[src/rtl/tri_bbox_scanner.sv]
// Purpose : clamps a signed triangle bounding box to the display and walks every pixel in raster order.
// Latency : box accept -> first pixel 1 cycle; last pixel transfer -> done 1 cycle; done -> bbox_ready 1 cycle.
// Backpres: px_ready low holds px_* stable with no advance; bbox_ready is high only while idle.
//
// Ports:
//   clk, rst                     clock (rising edge), asynchronous active-high reset
//   bbox_valid / bbox_ready      box handshake; min_x/min_y/max_x/max_y sampled only at accept
//   px_valid / px_ready          pixel handshake; px_x, px_y, px_last qualified by px_valid
//   done                         one-cycle pulse when a box is finished (including an empty box)
//   pix_count                    pixels transferred for the current/last box
//                                (present only when TRI_BBOX_SCAN_COUNT_EN is defined)
module tri_bbox_scanner #(
    parameter int DISPLAY_WIDTH  = 100,
    parameter int DISPLAY_HEIGHT = 100,
    localparam int XW = $clog2(DISPLAY_WIDTH),
    localparam int YW = $clog2(DISPLAY_HEIGHT)
) (
    input  logic                 clk,
    input  logic                 rst,
    input  logic                 bbox_valid,
    output logic                 bbox_ready,
    input  logic signed [31:0]   min_x,
    input  logic signed [31:0]   min_y,
    input  logic signed [31:0]   max_x,
    input  logic signed [31:0]   max_y,
    output logic                 px_valid,
    input  logic                 px_ready,
    output logic [XW-1:0]        px_x,
    output logic [YW-1:0]        px_y,
    output logic                 px_last,
    output logic                 done
`ifdef TRI_BBOX_SCAN_COUNT_EN
    ,
    output logic [31:0]          pix_count
`endif
);

    localparam logic signed [31:0] X_MAX = 32'(DISPLAY_WIDTH - 1);
    localparam logic signed [31:0] Y_MAX = 32'(DISPLAY_HEIGHT - 1);

    typedef enum logic [1:0] {
        IDLE = 2'd0,
        SCAN = 2'd1,
        DONE = 2'd2
    } state_t;

    state_t state;

    // Clamped box limits retained for the scan; px_x/px_y double as the cursor.
    logic [XW-1:0] x0_r;
    logic [XW-1:0] x1_r;
    logic [YW-1:0] y1_r;

    logic signed [31:0] c_x0, c_x1, c_y0, c_y1;
    logic               c_empty;
    logic               accept;
    logic               xfer;
    logic [XW-1:0]      nx;
    logic [YW-1:0]      ny;

    // Clamp in full signed width so far off-screen or negative corners compare correctly
    // before anything is truncated to counter width.
    always_comb begin
        c_x0    = (min_x < 32'sd0) ? 32'sd0 : min_x;
        c_x1    = (max_x > X_MAX)  ? X_MAX  : max_x;
        c_y0    = (min_y < 32'sd0) ? 32'sd0 : min_y;
        c_y1    = (max_y > Y_MAX)  ? Y_MAX  : max_y;
        c_empty = (c_x0 > c_x1) || (c_y0 > c_y1);
        accept  = bbox_valid && bbox_ready;
        xfer    = px_valid && px_ready;
        nx      = px_x + XW'(1);
        ny      = px_y + YW'(1);
    end

    always_ff @(posedge clk or posedge rst) begin
        if (rst) begin
            state      <= IDLE;
            bbox_ready <= 1'b0;
            px_valid   <= 1'b0;
            px_x       <= '0;
            px_y       <= '0;
            px_last    <= 1'b0;
            done       <= 1'b0;
            x0_r       <= '0;
            x1_r       <= '0;
            y1_r       <= '0;
        end else begin
            case (state)
                IDLE: begin
                    if (accept) begin
                        bbox_ready <= 1'b0;
                        if (c_empty) begin
                            state <= DONE;
                            done  <= 1'b1;
                        end else begin
                            // Non-empty guarantees all four limits lie on-screen, so the
                            // truncation to counter width is lossless.
                            state    <= SCAN;
                            x0_r     <= c_x0[XW-1:0];
                            x1_r     <= c_x1[XW-1:0];
                            y1_r     <= c_y1[YW-1:0];
                            px_x     <= c_x0[XW-1:0];
                            px_y     <= c_y0[YW-1:0];
                            px_valid <= 1'b1;
                            px_last  <= (c_x0 == c_x1) && (c_y0 == c_y1);
                        end
                    end else begin
                        bbox_ready <= 1'b1;
                    end
                end

                SCAN: begin
                    if (xfer) begin
                        if (px_x == x1_r) begin
                            if (px_last) begin
                                state    <= DONE;
                                px_valid <= 1'b0;
                                px_last  <= 1'b0;
                                done     <= 1'b1;
                            end else begin
                                px_x    <= x0_r;
                                px_y    <= ny;
                                px_last <= (x0_r == x1_r) && (ny == y1_r);
                            end
                        end else begin
                            px_x    <= nx;
                            px_last <= (nx == x1_r) && (px_y == y1_r);
                        end
                    end
                end

                DONE: begin
                    state      <= IDLE;
                    done       <= 1'b0;
                    bbox_ready <= 1'b1;
                end

                default: begin
                    state      <= IDLE;
                    px_valid   <= 1'b0;
                    px_last    <= 1'b0;
                    done       <= 1'b0;
                    bbox_ready <= 1'b0;
                end
            endcase
        end
    end

`ifdef TRI_BBOX_SCAN_COUNT_EN
    // Cleared at accept, counts transfers, and holds through DONE/IDLE until the next box.
    always_ff @(posedge clk or posedge rst) begin
        if (rst) begin
            pix_count <= '0;
        end else if (accept) begin
            pix_count <= '0;
        end else if (xfer) begin
            pix_count <= pix_count + 32'd1;
        end
    end
`endif

endmodule
[config.mk]
export PLATFORM = sky130hd
export DESIGN_NAME = tri_bbox_scanner
export DESIGN_NICKNAME = d
export VERILOG_FILES = /design/src/rtl/tri_bbox_scanner.sv
export SDC_FILE = /design/constraint.sdc
export NUM_CORES = 1
export LEC_CHECK = 0
export ABC_AREA = 1
export BUFFER_PORTS_ARGS = -buffer_cell sky130_fd_sc_hd__buf_2
export CAP_MARGIN = 20
export CORE_MARGIN = 4
export CORE_UTILIZATION = 58
export DETAILED_ROUTE_END_ITERATION = 12
export GPL_TIMING_DRIVEN = 0
export PLACE_DENSITY = 0.86
export SLEW_MARGIN = 40
export SYNTH_ARGS = -nofsm -noshare
export SYNTH_HDL_FRONTEND = slang
export SYNTH_SLANG_ARGS = --single-unit
[constraint.sdc]
create_clock -name clk -period 3.4 [get_ports clk]
set_clock_uncertainty 0.2 [all_clocks]
set_input_delay 0.34 -clock clk [delete_from_list [all_inputs] [get_ports clk]]
set_output_delay 0.34 -clock clk [all_outputs]
set_load 0.1 [all_outputs]
==> results of run 1 <==
## layout make-up
class                      instances  area [um^2]  share of cell area
multi-input combinational        677         3950               0.564
sequential                        41         1030               0.146
inverter                         143          539              0.0770
clock buffer                       5         68.8             0.00982
tap                              108          135              0.0193
timing repair buffer             176         1040               0.148
buffer                            22          180              0.0257
clock inverter                     3         65.1             0.00929
## how the worst max path moves through the flow
stage               from  endpoint  cells past startpoint
4_1_cts        max_y[17]   px_y[2]                     22
2_1_floorplan  max_y[22]   px_y[0]                     21
5_1_grt        max_y[30]   y1_r[1]                     25
3_5_place_dp   max_y[17]   px_y[2]                     22
3_3_place_gp   max_y[17]   y1_r[2]                     20
6_report       max_y[18]   y1_r[1]                     22
## per-stage QoR
stage | hold WS, ns | worst slack [ns]
global placement | 0.287 | -0.437
detailed placement | 0.212 | -0.471
finish | 0.160 | 0.0453
floorplan | 0.269 | 0.249
CTS | 0.165 | 0.0122
global route | 0.197 | -0.215
## worst min-delay path: cells and delay by family
| kind | cells | cell delay (ns) |
|---|---|---|
| buffers and inverters | 2 | 0.13 |
| and+or+nand+nor | 3 | 0.16 |
## layer usage
| metal | share of wire | vias up | wire (um) |
|---|---|---|---|
| li1 | - | 3114 | - |
| met5 | 0 | - | 0 |
| met4 | 0.031 | 0 | 503 |
| met2 | 0.50 | 275 | 8060 |
| met1 | 0.39 | 2718 | 6350 |
| met3 | 0.073 | 58 | 1170 |
## timing repair
item,in CTS,in global routing
hold endpoints to repair,41,0
setup endpoints to repair,37,40
setup buffers,0,18
cloned,0,8
hold buffers,1,0
gates resized for setup,5,99
pin swaps,0,42
## layout by cell type, fill, tap and decap left out, drive strengths merged
master	count
dfrtp	41
dlygate4sd3	1
a21o	2
o211ai	4
nor4	10
buf	191
nor3	11
bufinv	2
xnor2	13
nand4	15
ha	64
inv	143
xor2	12
nand3b	3
nor2	117
nand3	49
o2bb2ai	1
o21a	2
clkinv	1
nand2	329
a21oi	27
and2	1
and3	1
or2	1
o21ai	13
and2b	1
o21bai	1
clkbuf	11
## registers in the layout, indices dropped and copies added (netlist names)
| register | flops |
|---|---|
| done | 1 |
| px_x | 7 |
| state | 2 |
| bbox_ready | 1 |
| px_last | 1 |
| px_y | 7 |
| x1_r | 7 |
| px_valid | 1 |
| x0_r | 7 |
| y1_r | 7 |
## logic make-up after synthesis
logic type | after synthesis | share of synthesized area
and+or+nand+nor | 538 | 0.430
buffers and inverters | 165 | 0.126
adders and majority gates | 64 | 0.152
AOI/OAI and AO/OA | 50 | 0.0548
DFF | 41 | 0.195
xor gates and xnor gates | 25 | 0.0417
## power by group
part           switching (mW)  internal (mW)  total (mW)
Combinational           0.272          0.212       0.484
Sequential                  0          0.487       0.487
Clock                   0.178          0.292       0.469
==> summary.md, run 1 <==
| Metric | Value |
|---|---|
| GRT met3 Usage | 0.0248 |
| Hold wc startpoint | min_x[1] |
| H-tree levels | 2 |
| Library cells used by synthesis | 38 |
| Final worst path period share | 0.987 |
| Final Net Count | 1262 |
| Vias per cell | 5.25 |
| Total GRT Usage | 0.240 |
| Crit path capture type | register |
| Routed Antenna Nets | 0 |
| Final Power | 1.44 mW |
| Clock root cell | clkbuf_8 |
| Max Fclk | 0.298 GHz |
| Most common cell in the synthesized netlist | nand2_1 |
| Setup-failing EPs final | 0 |
| Max-Cap Viols | 0 |
| PD cells | 206 nW/um^2 |
| Worst Hold Path Cells | 5 |
| IO Count | 150 |
| Largest net degree at the start of global routing | 42 |
| R2r setup slk | 1.31 ns |
| Total iterations of the first detailed-routing run | 5 |
| Post-route minimum period | 3.35 ns |
| Critical Path AT | 3.40 ns |
| DP HPWL | 10800 um |
| Num CTS Buffers | 5 |
| EDFF count, synth | 0 |
| Syn Nets | 1079 |
| Fin. max-slew vios | 0 |
| Critical path's most frequent cell | nand3_2 |
| Reg-to-reg startpoint | px_x[4] |
| Top cells by area, synth | nand2_1 23%, dfrtp_1 20%, ha_1 15%, inv_1 9.7%, nor2_1 8.0% |
| Met2 Resource Use GR | 0.430 |
| Post-synthesis sequential area ratio | 0.195 |
| Outcome | finished clean |
| Top FF cell, synth | dfrtp_1 |
| Total leakage power | 4.11 nW |
| WHS Endpoint | x0_r[1] |
| Async SR Flop Fraction | 1.00 |
| Synth top area share | 0.231 |
| Yosys warns | 0 |
| Ratio of cells with drive above 1 in the final layout | 0.258 |
| Crit path largest cell delay | 0.34 ns |
| Worst-skew pair later-pin latency | 0.30 ns |
| Most frequent cells after synthesis | 323 x nand2_1, 136 x inv_1, 112 x nor2_1, 64 x ha_1, 47 x nand3_1 |
| Initial Util | 0.600 |
| Crit Path Category | primary input to register |
| Die H | 103 um |
| CTS tree | yes |
| Antenna Cells | 0 |
| Met1 Use GR | 0.310 |
| Worst slew margin | 0.663 |
| Clock-pin transition on the worst setup and hold timing paths | 0.09 ns |
| Core Util, Final | 0.799 |
| VDD IR-drop max | 0.171 mV |
| GR peak layer | met2 |
| Cell count after placement | 1140 |
| Crit Reg-Reg Endpoint | done |
| Area Overhead vs Synth | 33.3% |
| Largest delay share family, worst path | simple AND/OR/NAND/NOR gates |
| Core Rows | 34 |
| Grt total ovfl | 0 |
| Cells after Synth | 883 |
| Die width | 103 um |
| Critical Path Start Type | primary input |
| DR DRC count | 0 |
| Placement Cell Area | 6140 um^2 |
| Die footprint | 10600 um^2 |
| I/O Buffers | 149 |
| Clock Sinks | 41 |
| CP max stage cell | nor4_4 |
| Worst R2R Path Depth | 10 |
| Crit-path cells | buf_2, nor2_2, nand3_2, nor4_4, nand4_1, nand3_2, buf_8, nand2_4, ha_4, inv_1, nor2_1, nand3_2, nor3_4, and2b_1, nand4_2, nand2_2, buf_6, nand3_4, nor2_4, buf_6, nand2_1, nand2_1 |
| Area leader, netlist | nand2_1 |
| Final hold vios | 0 |
| Crit path max fanout | 7 |
| Routed WL per cell | 13.7 um |
| Buf+Inv Stages, Crit Path | 5 |
| CTS Buffer Depth | 2 |
| Post-Syn Area | 5250 um^2 |
| Core area | 8760 um^2 |
| #FFs+latches synth | 41 |
| Post-route cell area | 7010 um^2 |
| Layout Cells excl Fill | 1175 |
| Hold/Removal Path Class | primary input to register |
| Mapped Avg Cell Area | 5.95 um^2 |
| Number of global-route vias before repair | 5111 |
| GP Congestion | 0.898 |
| Initial antenna violation count | 0 |
| Initial drt markers | 237 |
| Setup TNS | 0 ns |
| Fillers | 645 |
| Via count | 6165 |
| Total wire length | 16100 um |
| First-pass GRT wire length | 21400 um |
| Worst path required time | 3.44 ns |
| Worst Tran Pin Value | 0.505 ns |
| Unrepaired setup endpoints after global routing | true |
Note: power is estimated with default switching activity, not from simulation.
==> run 2, diff against run 1 <==
--- a/config.mk
+++ b/config.mk
@@ -7,7 +7,7 @@
 export LEC_CHECK = 0
 export ABC_AREA = 1
 export BUFFER_PORTS_ARGS = -buffer_cell sky130_fd_sc_hd__buf_2
-export CAP_MARGIN = 20
+export CORE_ASPECT_RATIO = 0.5
 export CORE_MARGIN = 4
 export CORE_UTILIZATION = 58
 export DETAILED_ROUTE_END_ITERATION = 12
==> summary.md, run 2 (synthesized netlist as in run 1, its figures left out) <==
| Metric | Value |
|---|---|
| Setup-failing EPs final | 21 |
| Total iterations of the first detailed-routing run | 5 |
| Routed WL per cell | 15.0 um |
| Worst R2R Path Depth | 10 |
| Clock Sinks | 41 |
| Max-Cap Viols | 0 |
| Clock-pin transition on the worst setup and hold timing paths | 0.06 ns |
| Hold wc startpoint | max_x[1] |
| Largest net degree at the start of global routing | 28 |
| Clock root cell | clkbuf_16 |
| Final hold vios | 0 |
| Grt total ovfl | 0 |
| Antenna Cells | 0 |
| CTS Buffer Depth | 2 |
| Total wire length | 17700 um |
| I/O Buffers | 149 |
| First-pass GRT wire length | 22900 um |
| Die width | 143 um |
| DP HPWL | 11900 um |
| Num CTS Buffers | 5 |
| Post-route minimum period | 3.48 ns |
| Worst Hold Path Cells | 5 |
| Hold_ws | 0.172 ns |
| Ratio of cells with drive above 1 in the final layout | 0.277 |
| Dpl ws | -0.697 ns |
| IO Count | 150 |
| Crit Path Category | primary input to register |
| Commonest non-fill, non-tap cell in the layout | nand2_1 |
| Core Rows | 24 |
| Outcome | finished with violations |
| Die H | 75.3 um |
| VDD IR-drop max | 0.310 mV |
| Vias per cell | 5.50 |
| Total leakage power | 4.13 nW |
| PD cells | 211 nW/um^2 |
| Number of global-route vias before repair | 5347 |
| R2r setup slk | 1.28 ns |
| Final worst path period share | 1.02 |
| Final Power | 1.50 mW |
| Most frequent cells in the layout | 296 x nand2_1, 152 x buf_2, 134 x inv_1 |
| H-tree levels | 2 |
| DR DRC count | 0 |
| Worst path required time | 3.43 ns |
| Worst-skew pair later-pin latency | 0.29 ns |
| Reg-to-reg startpoint | px_x[4] |
| Crit path max fanout | 10 |
| Worst Tran Pin Value | 0.549 ns |
| Core Util, Final | 0.809 |
| Post-route cell area | 7100 um^2 |
| Critical Path AT | 3.50 ns |
| Core area | 8770 um^2 |
| Fin. max-slew vios | 0 |
| Die footprint | 10700 um^2 |
| Initial antenna violation count | 0 |
| Via count | 6487 |
| Max Fclk | 0.288 GHz |
| Hold/Removal Path Class | primary input to register |
| Placement Cell Area | 6170 um^2 |
| GP Congestion | 0.904 |
| Failing checks | negative setup slack |
| Final worst slack | -0.0777 ns |
| CTS tree | yes |
| Initial Util | 0.599 |
| Critical Path Start Type | primary input |
| Worst slew margin | 0.634 |
| Crit path capture type | register |
| Area Overhead vs Synth | 35.1% |
| Crit path from | max_x[21] |
| Total GRT Usage | 0.255 |
| Setup TNS | -0.841 ns |
| Cell count after placement | 1150 |
| Routed Antenna Nets | 0 |
| Layout Cells excl Fill | 1179 |
| Final Net Count | 1257 |
| Initial drt markers | 484 |
## run 2: cell count changes in the layout (fill, tap and decap cells not counted), moves of 4 or more
cell	delta
clkbuf_16	+4
a21oi_1	-5
nor2_2	+4
nor2_1	-4
nand2_2	+6
clkbuf_8	-5
a21oi_2	+5
nand2_1	-13
nand2_4	+8
## run 2: critical path, stage by stage
cell     delay (ns)
buf_2          0.11
nor4_1         0.37
nand2_1        0.15
nor3_2         0.20
nand3_1        0.13
nand3_2        0.12
buf_6          0.13
buf_8          0.14
nand2_1        0.09
ha_1           0.32
nand3_1        0.16
a21oi_1        0.07
nor2_1         0.15
nand2_1        0.10
nor2_2         0.11
nand2_2        0.08
nand2_4        0.11
nand3_4        0.10
nor2_4         0.23
buf_6          0.17
nand2_2        0.05
nand2_1        0.08
## run 2: area by class of cell
cell class              instances  area, um^2
repair buffers                170         967
multi-input cells             678        4110
flip-flops and latches         41        1030
inverters                     143         537
plain buffers                  22         164
fillers                       610        1670
clock buffers                   5         125
clock inverters                 3        25.0
well taps                     117         146
## run 2: path summary, 6_finish.rpt
path,end
worst min-delay path,x1_r[1]
worst max register to register,px_y[2]
max in group asynchronous,x0_r[0]
min in group asynchronous,px_y[3]
worst min register to register,done
worst max-delay path,x0_r[0]
## run 2: power by group
part | internal (mW) | leakage, nW | total [mW] | switching [mW]
Clock | 0.276 | 0.0704 | 0.477 | 0.201
Sequential | 0.488 | 0.521 | 0.488 | 0
Combinational | 0.227 | 3.54 | 0.536 | 0.309
## run 2: repair_timing
item                                    CTS  global route
cloned                                    0             7
hold endpoints to repair                 14             0
setup buffers                             1            12
resized for setup                        12           113
endpoints found under the setup margin   40            40
pin swaps                                 4            43
hold buffers                              1             0
## run 2: metal layers
layer	track usage	routed length, um	vias up
met5	0	0	-
met4	0.0443	618	0
met3	0.0188	1560	77
met2	0.447	8330	389
met1	0.358	7170	2916
li1	-	-	3105
